`config.mk`:
```
export PLATFORM = sky130hd
export DESIGN_NAME = gshare_btb_predictor
export DESIGN_NICKNAME = d
export VERILOG_FILES = /design/src/rtl/gshare_pkg.sv /design/src/rtl/btb_dm.sv /design/src/rtl/gshare_btb_predictor.sv
export SDC_FILE = /design/constraint.sdc
export NUM_CORES = 2
export LEC_CHECK = 0
export ABC_AREA = 1
export CORE_ASPECT_RATIO = 0.8
export CORE_MARGIN = 4
export CORE_UTILIZATION = 55
export DETAILED_ROUTE_END_ITERATION = 16
export GPL_TIMING_DRIVEN = 0
export PLACE_DENSITY = 0.76
export SLEW_MARGIN = 10
export SYNTH_ARGS = -nofsm -noshare
export SYNTH_HDL_FRONTEND = slang
export SYNTH_SLANG_ARGS = --single-unit
```
`constraint.sdc`:
```
create_clock -name clk -period 9.1 [get_ports clk]
set_input_delay 1.82 -clock clk [delete_from_list [all_inputs] [get_ports clk]]
set_output_delay 1.82 -clock clk [all_outputs]
set_load 0.01 [all_outputs]
```
`src/rtl/gshare_pkg.sv`:
```
// Shared opcode constants, PHT counter helpers and FSM state type for the
// gshare branch predictor and its BTB.
package gshare_pkg;

  localparam logic [6:0] OP_BRANCH = 7'b1100011;
  localparam logic [6:0] OP_JAL    = 7'b1101111;
  localparam logic [6:0] OP_JALR   = 7'b1100111;

  localparam logic [1:0] CTR_INIT = 2'b01;

  typedef enum logic {
    INIT,
    READY
  } state_t;

  function automatic logic is_ctrl(input logic [6:0] op);
    return (op == OP_BRANCH) || (op == OP_JAL) || (op == OP_JALR);
  endfunction

  // Two-bit saturating counter step: never wraps past 00 or 11.
  function automatic logic [1:0] ctr_next(input logic [1:0] ctr, input logic taken);
    logic [1:0] result;
    result = ctr;
    if (taken && (ctr != 2'b11)) begin
      result = ctr + 2'b01;
    end else if (!taken && (ctr != 2'b00)) begin
      result = ctr - 2'b01;
    end
    return result;
  endfunction

endpackage

```
`src/rtl/btb_dm.sv`:
```
// Direct-mapped branch target buffer: registered valid bits cleared by reset,
// tag/target storage without reset, combinational read and synchronous write.
module btb_dm #(
  parameter int ENTRY_IDX_W = 4,
  parameter int TAG_W       = 26,
  parameter int TGT_W       = 32
) (
  input  logic                   clk,
  input  logic                   rst,
  input  logic [ENTRY_IDX_W-1:0] rd_idx,
  input  logic [TAG_W-1:0]       rd_tag,
  output logic                   rd_hit,
  output logic [TGT_W-1:0]       rd_target,
  input  logic                   wr_en,
  input  logic [ENTRY_IDX_W-1:0] wr_idx,
  input  logic [TAG_W-1:0]       wr_tag,
  input  logic [TGT_W-1:0]       wr_target
);

  localparam int DEPTH = 1 << ENTRY_IDX_W;

  logic [DEPTH-1:0] valid;
  logic [TAG_W-1:0] tags    [DEPTH];
  logic [TGT_W-1:0] targets [DEPTH];

  always_ff @(posedge clk or negedge rst) begin
    if (!rst) begin
      valid <= '0;
    end else if (wr_en) begin
      valid[wr_idx] <= 1'b1;
    end
  end

  // Payload needs no reset: it is only trusted behind its valid bit.
  always_ff @(posedge clk) begin
    if (wr_en) begin
      tags[wr_idx]    <= wr_tag;
      targets[wr_idx] <= wr_target;
    end
  end

  assign rd_hit    = valid[rd_idx] && (tags[rd_idx] == rd_tag);
  assign rd_target = targets[rd_idx];

endmodule

```
`src/rtl/gshare_btb_predictor.sv`:
```
// Gshare direction predictor with a direct-mapped BTB. After reset the PHT is
// swept to weakly-not-taken before requests and updates are accepted.
module gshare_btb_predictor
  import gshare_pkg::*;
#(
  parameter int PC_W      = 32,
  parameter int GHR_W     = 8,
  parameter int IDX_W     = 8,
  parameter int BTB_IDX_W = 4
) (
  input  logic             clk,
  input  logic             rst,
  input  logic             req_valid,
  input  logic [PC_W-1:0]  req_pc,
  input  logic [6:0]       req_opcode,
  output logic             req_ready,
  output logic             pred_valid,
  output logic             pred_taken,
  output logic [PC_W-1:0]  pred_target,
  output logic [GHR_W-1:0] pred_ghr,
  input  logic             upd_valid,
  input  logic [PC_W-1:0]  upd_pc,
  input  logic [6:0]       upd_opcode,
  input  logic             upd_taken,
  input  logic [PC_W-1:0]  upd_target,
  input  logic [GHR_W-1:0] upd_ghr,
  input  logic             upd_mispredict
);

  localparam int PHT_DEPTH = 1 << IDX_W;
  localparam int TAG_W     = PC_W - BTB_IDX_W - 2;
  localparam int HIST_W    = (GHR_W < IDX_W) ? GHR_W : IDX_W;

  state_t            state;
  state_t            state_next;
  logic [IDX_W-1:0]  sweep_cnt;
  logic              sweep_last;
  logic              ready;
  logic              accept;
  logic              upd_ok;
  logic              req_is_branch;
  logic              req_is_jump;
  logic              upd_is_branch;
  logic [GHR_W-1:0]  ghr;
  logic [IDX_W-1:0]  req_idx;
  logic [IDX_W-1:0]  upd_idx;
  logic [1:0]        pht [PHT_DEPTH];
  logic              btb_hit;
  logic [PC_W-1:0]   btb_target;
  logic [PC_W-1:0]   pc_plus4;
  logic              taken_d;
  logic [PC_W-1:0]   target_d;
  logic              pht_we;
  logic              btb_we;
  logic              unused_upd_bits;

  // History is zero-extended or truncated to the index width before hashing.
  function automatic logic [IDX_W-1:0] pht_index(input logic [IDX_W-1:0] pc_bits,
                                                 input logic [GHR_W-1:0] hist);
    logic [IDX_W-1:0] hist_ext;
    hist_ext = '0;
    hist_ext[HIST_W-1:0] = hist[HIST_W-1:0];
    return pc_bits ^ hist_ext;
  endfunction

  always_ff @(posedge clk or negedge rst) begin
    if (!rst) begin
      state <= INIT;
    end else begin
      state <= state_next;
    end
  end

  always_comb begin
    state_next = state;
    case (state)
      INIT:    if (sweep_last) state_next = READY;
      READY:   state_next = READY;
      default: state_next = INIT;
    endcase
  end

  always_ff @(posedge clk or negedge rst) begin
    if (!rst) begin
      sweep_cnt <= '0;
    end else if (state == INIT) begin
      sweep_cnt <= sweep_cnt + 1'b1;
    end
  end

  assign sweep_last = (sweep_cnt == {IDX_W{1'b1}});
  assign ready      = (state == READY);
  assign req_ready  = ready;
  assign accept     = req_valid && ready;
  assign upd_ok     = upd_valid && ready;

  assign req_is_branch = (req_opcode == OP_BRANCH);
  assign req_is_jump   = (req_opcode == OP_JAL) || (req_opcode == OP_JALR);
  assign upd_is_branch = (upd_opcode == OP_BRANCH);

  assign req_idx = pht_index(req_pc[IDX_W+1:2], ghr);
  assign upd_idx = pht_index(upd_pc[IDX_W+1:2], upd_ghr);

  assign pht_we = upd_ok && upd_is_branch;
  assign btb_we = upd_ok && is_ctrl(upd_opcode) && upd_taken;

  assign unused_upd_bits = ^upd_pc[1:0];

  btb_dm #(
    .ENTRY_IDX_W (BTB_IDX_W),
    .TAG_W       (TAG_W),
    .TGT_W       (PC_W)
  ) u_btb (
    .clk       (clk),
    .rst       (rst),
    .rd_idx    (req_pc[BTB_IDX_W+1:2]),
    .rd_tag    (req_pc[PC_W-1:BTB_IDX_W+2]),
    .rd_hit    (btb_hit),
    .rd_target (btb_target),
    .wr_en     (btb_we),
    .wr_idx    (upd_pc[BTB_IDX_W+1:2]),
    .wr_tag    (upd_pc[PC_W-1:BTB_IDX_W+2]),
    .wr_target (upd_target)
  );

  // PHT has no reset; the INIT sweep is what establishes its contents.
  always_ff @(posedge clk) begin
    if (state == INIT) begin
      pht[sweep_cnt] <= CTR_INIT;
    end else if (pht_we) begin
      pht[upd_idx] <= ctr_next(pht[upd_idx], upd_taken);
    end
  end

  assign pc_plus4 = req_pc + PC_W'(4);

  // A predicted-taken direction with no known target falls back to not-taken.
  always_comb begin
    taken_d = 1'b0;
    if (req_is_branch) begin
      taken_d = pht[req_idx][1] && btb_hit;
    end else if (req_is_jump) begin
      taken_d = btb_hit;
    end
    target_d = taken_d ? btb_target : pc_plus4;
  end

  // Mispredict recovery wins over a speculative shift in the same cycle.
  always_ff @(posedge clk or negedge rst) begin
    if (!rst) begin
      ghr <= '0;
    end else if (upd_ok && upd_mispredict && upd_is_branch) begin
      ghr <= {upd_ghr[GHR_W-2:0], upd_taken};
    end else if (accept && req_is_branch) begin
      ghr <= {ghr[GHR_W-2:0], taken_d};
    end
  end

  always_ff @(posedge clk or negedge rst) begin
    if (!rst) begin
      pred_valid  <= 1'b0;
      pred_taken  <= 1'b0;
      pred_target <= '0;
      pred_ghr    <= '0;
    end else begin
      pred_valid <= accept;
      if (accept) begin
        pred_taken  <= taken_d;
        pred_target <= target_d;
        pred_ghr    <= ghr;
      end
    end
  end

endmodule
```
* Word level (Yosys, flattened, before mapping)
Memory sizes are Yosys's and may differ from the RTL's.
Cells that the tools add are included.
** Cells by class
- Add/sub/neg operators :: 4
- Magnitude comparators :: 3
- Equality and inequality tests :: 9
- Multiplexer cells :: 24
- Bitwise logic cells :: 4
- Reductions and logical operators :: 20
** Operators by type and width (count)
- 7-bit equality test, second input constant :: 6
- 32-bit by 3-bit adder with 32-bit output, second input constant :: 1
- 32-bit 2-to-1 mux :: 1
- 26-bit equality test :: 1
- 8-bit 2-to-1 mux :: 3
- 16-bit bitwise OR :: 1
- 8-bit XOR :: 2
- 1-bit logical AND :: 13
- 1-bit 2-to-1 mux :: 12
- 4-bit by 5-bit less-than comparator with 1-bit output, second input constant :: 2
- 2-bit 2-to-1 mux :: 5
- 8-bit by 1-bit adder with 8-bit output, second input constant :: 1
- 8-bit equality test, second input constant :: 1
- 1-bit binary-select mux with 4-bit select :: 1
- 1-bit demux with 4-bit select :: 1
- 4-bit by 1-bit greater-or-equal comparator with 1-bit output, second input constant :: 1
- 2-bit nonzero test :: 2
- 1-bit logical OR :: 3
- 2-bit by 1-bit adder with 2-bit output, second input constant :: 1
- 2-bit != test, second input constant :: 1
- 1-bit one-hot mux with 2 select lines :: 1
- 2-bit OR reduction :: 1
- 2-bit by 1-bit subtractor with 2-bit output, second input constant :: 1
- 1-bit zero test :: 1
- 1-bit inverter :: 1
** Storage, ports and cells
- Register bits :: 75
- Memory bits (writable) :: 1440
- Output and inout port bits :: 43
- Logic and storage cells :: 75
- Memories :: 3
** Memories
- pht :: words 256, bits a word 2, rd ports 2, clocked after memory_dff 0, write ports 1, line gshare_btb_predictor.sv:47 : logic [1:0] pht [PHT_DEPTH];
- u_btb.targets :: words 16, bits a word 32, rd ports 1, clocked after memory_dff 0, write ports 1, line btb_dm.sv:24 : logic [TGT_W-1:0] targets [DEPTH];
- u_btb.tags :: words 16, bits a word 26, rd ports 1, clocked after memory_dff 0, write ports 1, line btb_dm.sv:23 : logic [TAG_W-1:0] tags [DEPTH];

* Longest topological paths before layout
An unclocked memory read counts as a cell.
- Depth in word-level cells :: 9
- Mapped depth :: 23
- Gate-level depth less buffers :: 20

* Modules after synthesis
A second synthesis with hierarchy kept.
** Unflattened totals
- Cells, all modules :: 6241
- Area, all modules :: 66358.6 sq um
** By module, submodules not included
- btb_dm :: instances 1, cells an instance 3106, area each 38321.8 sq um
- gshare_btb_predictor :: instances 1, cells an instance 3135, area each 28036.9 sq um

* Worst setup path before layout
OpenSTA, ideal clock, no wires.
- Path kind :: input -> register
- Start point :: input port upd_pc[2]
- End point :: memory pht[0][1], data pin
- Setup time :: 1578 ps
- Arrival :: 10765 ps
- Slack :: -3244 ps
- Stages on the path :: 19
- Path buffers :: 3
- Path through :: inv_1 nand2_1 nand2_1 clkbuf_1 clkbuf_1 clkbuf_1 nand2_1 nand3_1 nand3_1 nand3_1 nand3_1 nand3_1 nand3_1 nand3_1 nand2_1 ha_1 nor2_1 o21ai_0 a21oi_1
** Between the ends
- Longest elaborated chain between the ends :: 9
** Ends and longest elaborated chain
- start, declared :: line gshare_btb_predictor.sv:22 : input logic [PC_W-1:0] upd_pc,
- 8-bit XOR * :: line gshare_btb_predictor.sv:63 : return pc_bits ^ hist_ext;
- memory read 256 x 2 bit *
- branches (longest 3 deep; another with 2-bit by 1-bit subtractor with 2-bit output)
- 2-bit 2-to-1 mux * :: line gshare_pkg.sv:24 : if (taken && (ctr != 2'b11)) begin
- 2-bit 2-to-1 mux * :: line gshare_btb_predictor.sv:130 : end else if (pht_we) begin
- 2-bit 2-to-1 mux * :: line gshare_btb_predictor.sv:128 : if (state == INIT) begin
- 2-bit 2-to-1 mux (no source line) *
- end, declared :: line gshare_btb_predictor.sv:47
Mark *: on every way between the ends. The select of a mux whose other input is x is not followed.

* Worst setup path after layout
- Start point :: input port upd_pc[2]
- End point :: memory pht[79][0], data pin
The elaborated chain is that of the path after synthesis.

==> results.toml <==
[outcome]
status = "finished, violations left"
violations = "capacitance limit, slew limit"

[setup_path]
cp-end-kind = "flop"
start_kind = "input port"
critPathKind = "in -> reg"
cp_max_fo = 70
worstPathArrival_ns = 8.77
critPathRequiredTime_ns = 9.58

[clock_tree]
cts.path.max_buffers = 3
cts_setup_buffers = 0
clock-sinks = 1515
clock_latency_ns = 0.81
clockRootBuffer = "clkbuf_16"
cts_resized = 0
cts_tree = "built"
numCtsBuffers = 148
htreeDepth = 4
cts.clk_slew.worst_paths_ns = 0.06
cts_hold_buf = 0

[sta]
post-route-period-util_pct = 91.04
hold_slack_ns = 0.4716
hold_viol_final = 0
relSlewSlack_pct = -6.032
setup_viol = 0
fin_crit_ns = 8.285
rsz0062_at_grt = "false"
worstMarginPinSlew_ns = 1.590
slew_viol_final = 11
skew_ns = 0.03181
tns_ns = 0
max_freq_mhz = 120.7

[run]
maxCapViolCount = 3

[logic_synthesis]
ys.flop_type = "edfxtp_1"
synth_cells = 6018
synthSimpleGateAreaFrac_pct = 19.47
synth_edf_count = 1440
syn_avg_cell_area_um2 = 10.84
synthTopCellsByCount = "edfxtp_1, nand2_1, nor2_1, nand3_1, o21ai_0"
ys_ff_latch = 1515
synthTopCellsByArea = "edfxtp_1, nand3_1, nand2_1"
yosysTopAreaCell = "edfxtp_1"
ys_types = 38
synth_fp_nets = 6146
synthArstFlopShare_pct = 4.950
synth-compound-area-share_pct = 7.080
synth_fa_ha_area_share_pct = 0.07671
yosysTopAreaCellShare_pct = 66.28
yosysMostFrequentCell = "edfxtp_1"
netlist_area_um2 = 65250
ys_seq_area_share_pct = 69.15
synthMuxAreaShare_pct = 0
synth-xor-area-share_pct = 0.6942
yosysWarnings = 0
synth_top_family_by_area = "simple AND/OR/NAND/NOR gates"

[drt]
drc = 0
avgViaCountPerCell = 6.702
vias = 54030
wl_per_cell_um = 33.18
finalWirelength_um = 267500
ant_nets = 0
dr.first_iter.drc_count = 10110
first_pass_iters = 8

[die]
initial_core_util_pct = 55.69
rows = 112
io_pins = 167
die_y_um = 316.1
die_width_um = 393.1
core_um2 = 117200
die_area_um2 = 124200

[power]
leakagePower_nw = 26.77
pwr-share-comb_pct = 9.7
peakVddDrop_uv = 216.4
power.internal_mw = 11.37
p_sw_mw = 3.911
seq_power_share_pct = 49.7
pwr-share-clk_pct = 40.6
p_sw_share_pct = 25.60
powerDensity_nw_per_um2 = 202.8

[global_routing]
grt_pass1_wl_um = 367400
antenna_found_initial = 16
grt_pass1_vias = 49740
grt-ovfl-total = 0
track_usage_pct = 42.49
grt_max_degree = 79

[final_layout]
final_util_pct = 64.30
area_delta_synth_final_pct = 15.45
final_nets = 6520
postLayoutCellArea_um2 = 75320
drive_gt1_share_pct = 6.914

[place]
place_congestion = 1.088
port_buffers = 161
hpwl_um = 186300
postPlaceCellArea_um2 = 70470

[hold_path]
hp-class = "reg -> reg"
cells by family after synthesis:
| kind of cell | Yosys count |
|---|---|
| AO/OA/AOI/OAI | 822 |
| XOR/XNOR | 50 |
| adder cells (fa/ha/maj) | 4 |
| buffers and inverters | 571 |
| flip-flops | 1515 |
| AND/OR/NAND/NOR | 3056 |
stage by stage:
step,worst slack [ns],std cells,power [mW]
6_report,0.8152,8061,15.28
5_1_grt,0.9232,8053,15.56
4_1_cts,0.7306,8048,15.13
3_5_place_dp,-0.03200,7781,9.105
3_3_place_gp,-8.223,7718,9.074
2_1_floorplan,0.1031,6018,8.384
worst max-delay path, cell delays in order:
cell and delay, ns:
clkdlybuf4s50_1 0.73, inv_1 0.29, nand2_1 0.11, nand2_1 0.13, clkbuf_1 0.59, clkbuf_2 0.70, clkbuf_1 0.77, nand2_1 0.19
nand3_1 0.15, nand3_1 0.21, nand3_1 0.18, nand3_1 0.14, nand3_1 0.14, nand3_1 0.08, nand3_1 0.24, nand2_1 0.22
inv_1 0.13, ha_1 0.16, nor2_1 0.07, o21ai_0 0.34, nand3_4 0.55, buf_16 0.42, buf_16 0.26
power groups by stage:
stage / combinational [mW] / sequential [mW] / clock, mW
6_report: 1.49 / 7.59 / 6.20
4_1_cts: 1.38 / 7.59 / 6.17
3_3_place_gp: 1.34 / 7.74 / 0
5_1_grt: 1.51 / 7.58 / 6.47
2_1_floorplan: 0.648 / 7.74 / 0
3_5_place_dp: 1.37 / 7.74 / 0
final timing paths:
path / startpoint / to / depth (start not counted) / slack, ns
worst max-delay path: upd_pc[2] / pht[79][0]$_DFFE_PP_ / 23 / 0.82
worst min-delay path: u_btb.valid[15]$_DFFE_PN0P_ / u_btb.valid[15]$_DFFE_PN0P_ / 1 / 0.47
worst max register to register: ghr[2]$_DFFE_PN0P_ / pred_target[25]$_DFFE_PN0P_ / 14 / 3.76
worst min register to register: u_btb.valid[15]$_DFFE_PN0P_ / u_btb.valid[15]$_DFFE_PN0P_ / 1 / 0.47
max in group asynchronous: rst / u_btb.valid[11]$_DFFE_PN0P_ / 2 / 7.48
min in group asynchronous: rst / pred_target[1]$_DFFE_PN0P_ / 1 / 0.98
cell usage in the layout, fill, tap and decap left out, types with 24 or more instances in the layout:
| master | count |
|---|---|
| nor2_1 | 957 |
| a31oi_1 | 31 |
| buf_12 | 26 |
| o211ai_1 | 64 |
| clkinv_2 | 24 |
| a221oi_1 | 31 |
| inv_1 | 173 |
| clkdlybuf4s50_1 | 160 |
| edfxtp_1 | 1440 |
| clkinv_1 | 24 |
| clkbuf_1 | 272 |
| clkbuf_16 | 151 |
| buf_16 | 33 |
| clkbuf_2 | 34 |
| nand2_1 | 1143 |
| o21ai_0 | 544 |
| buf_2 | 85 |
| o22ai_1 | 120 |
| nand3_1 | 900 |
| xor2_1 | 32 |
| buf_1 | 24 |
| dfrtp_1 | 75 |
per-layer routing:
layer	GRT usage, %	vias to the layer above	wire (um)
met5	0.9671	-	268
met4	17.23	18	12370
met3	22.13	857	52130
met2	55.93	5282	104500
met1	59.11	25850	98180
li1	-	22020	-
registers in the layout (all words and copies together), names as in the netlist:
register,cells
pht,512
pred_target,32
u_btb.tags,416
u_btb.valid,16
ghr,8
sweep_cnt,8
pred_taken,1
pred_valid,1
u_btb.targets,512
pred_ghr,8
req_ready,1
layout make-up:
| type | count | area (um2) |
|---|---|---|
| Clock buffer | 191 | 3979 |
| Sequential cell | 1515 | 45120 |
| Tap cell | 1539 | 1926 |
| Multi-Input combinational cell | 3932 | 18020 |
| Fill cell | 8923 | 41830 |
| Inverter | 177 | 664.4 |
| Clock inverter | 76 | 817.0 |
| Timing Repair Buffer | 224 | 3087 |
| Buffer | 394 | 1680 |
| Antenna cell | 13 | 32.53 |
No activity file was read; power rests on OpenSTA's default activity.
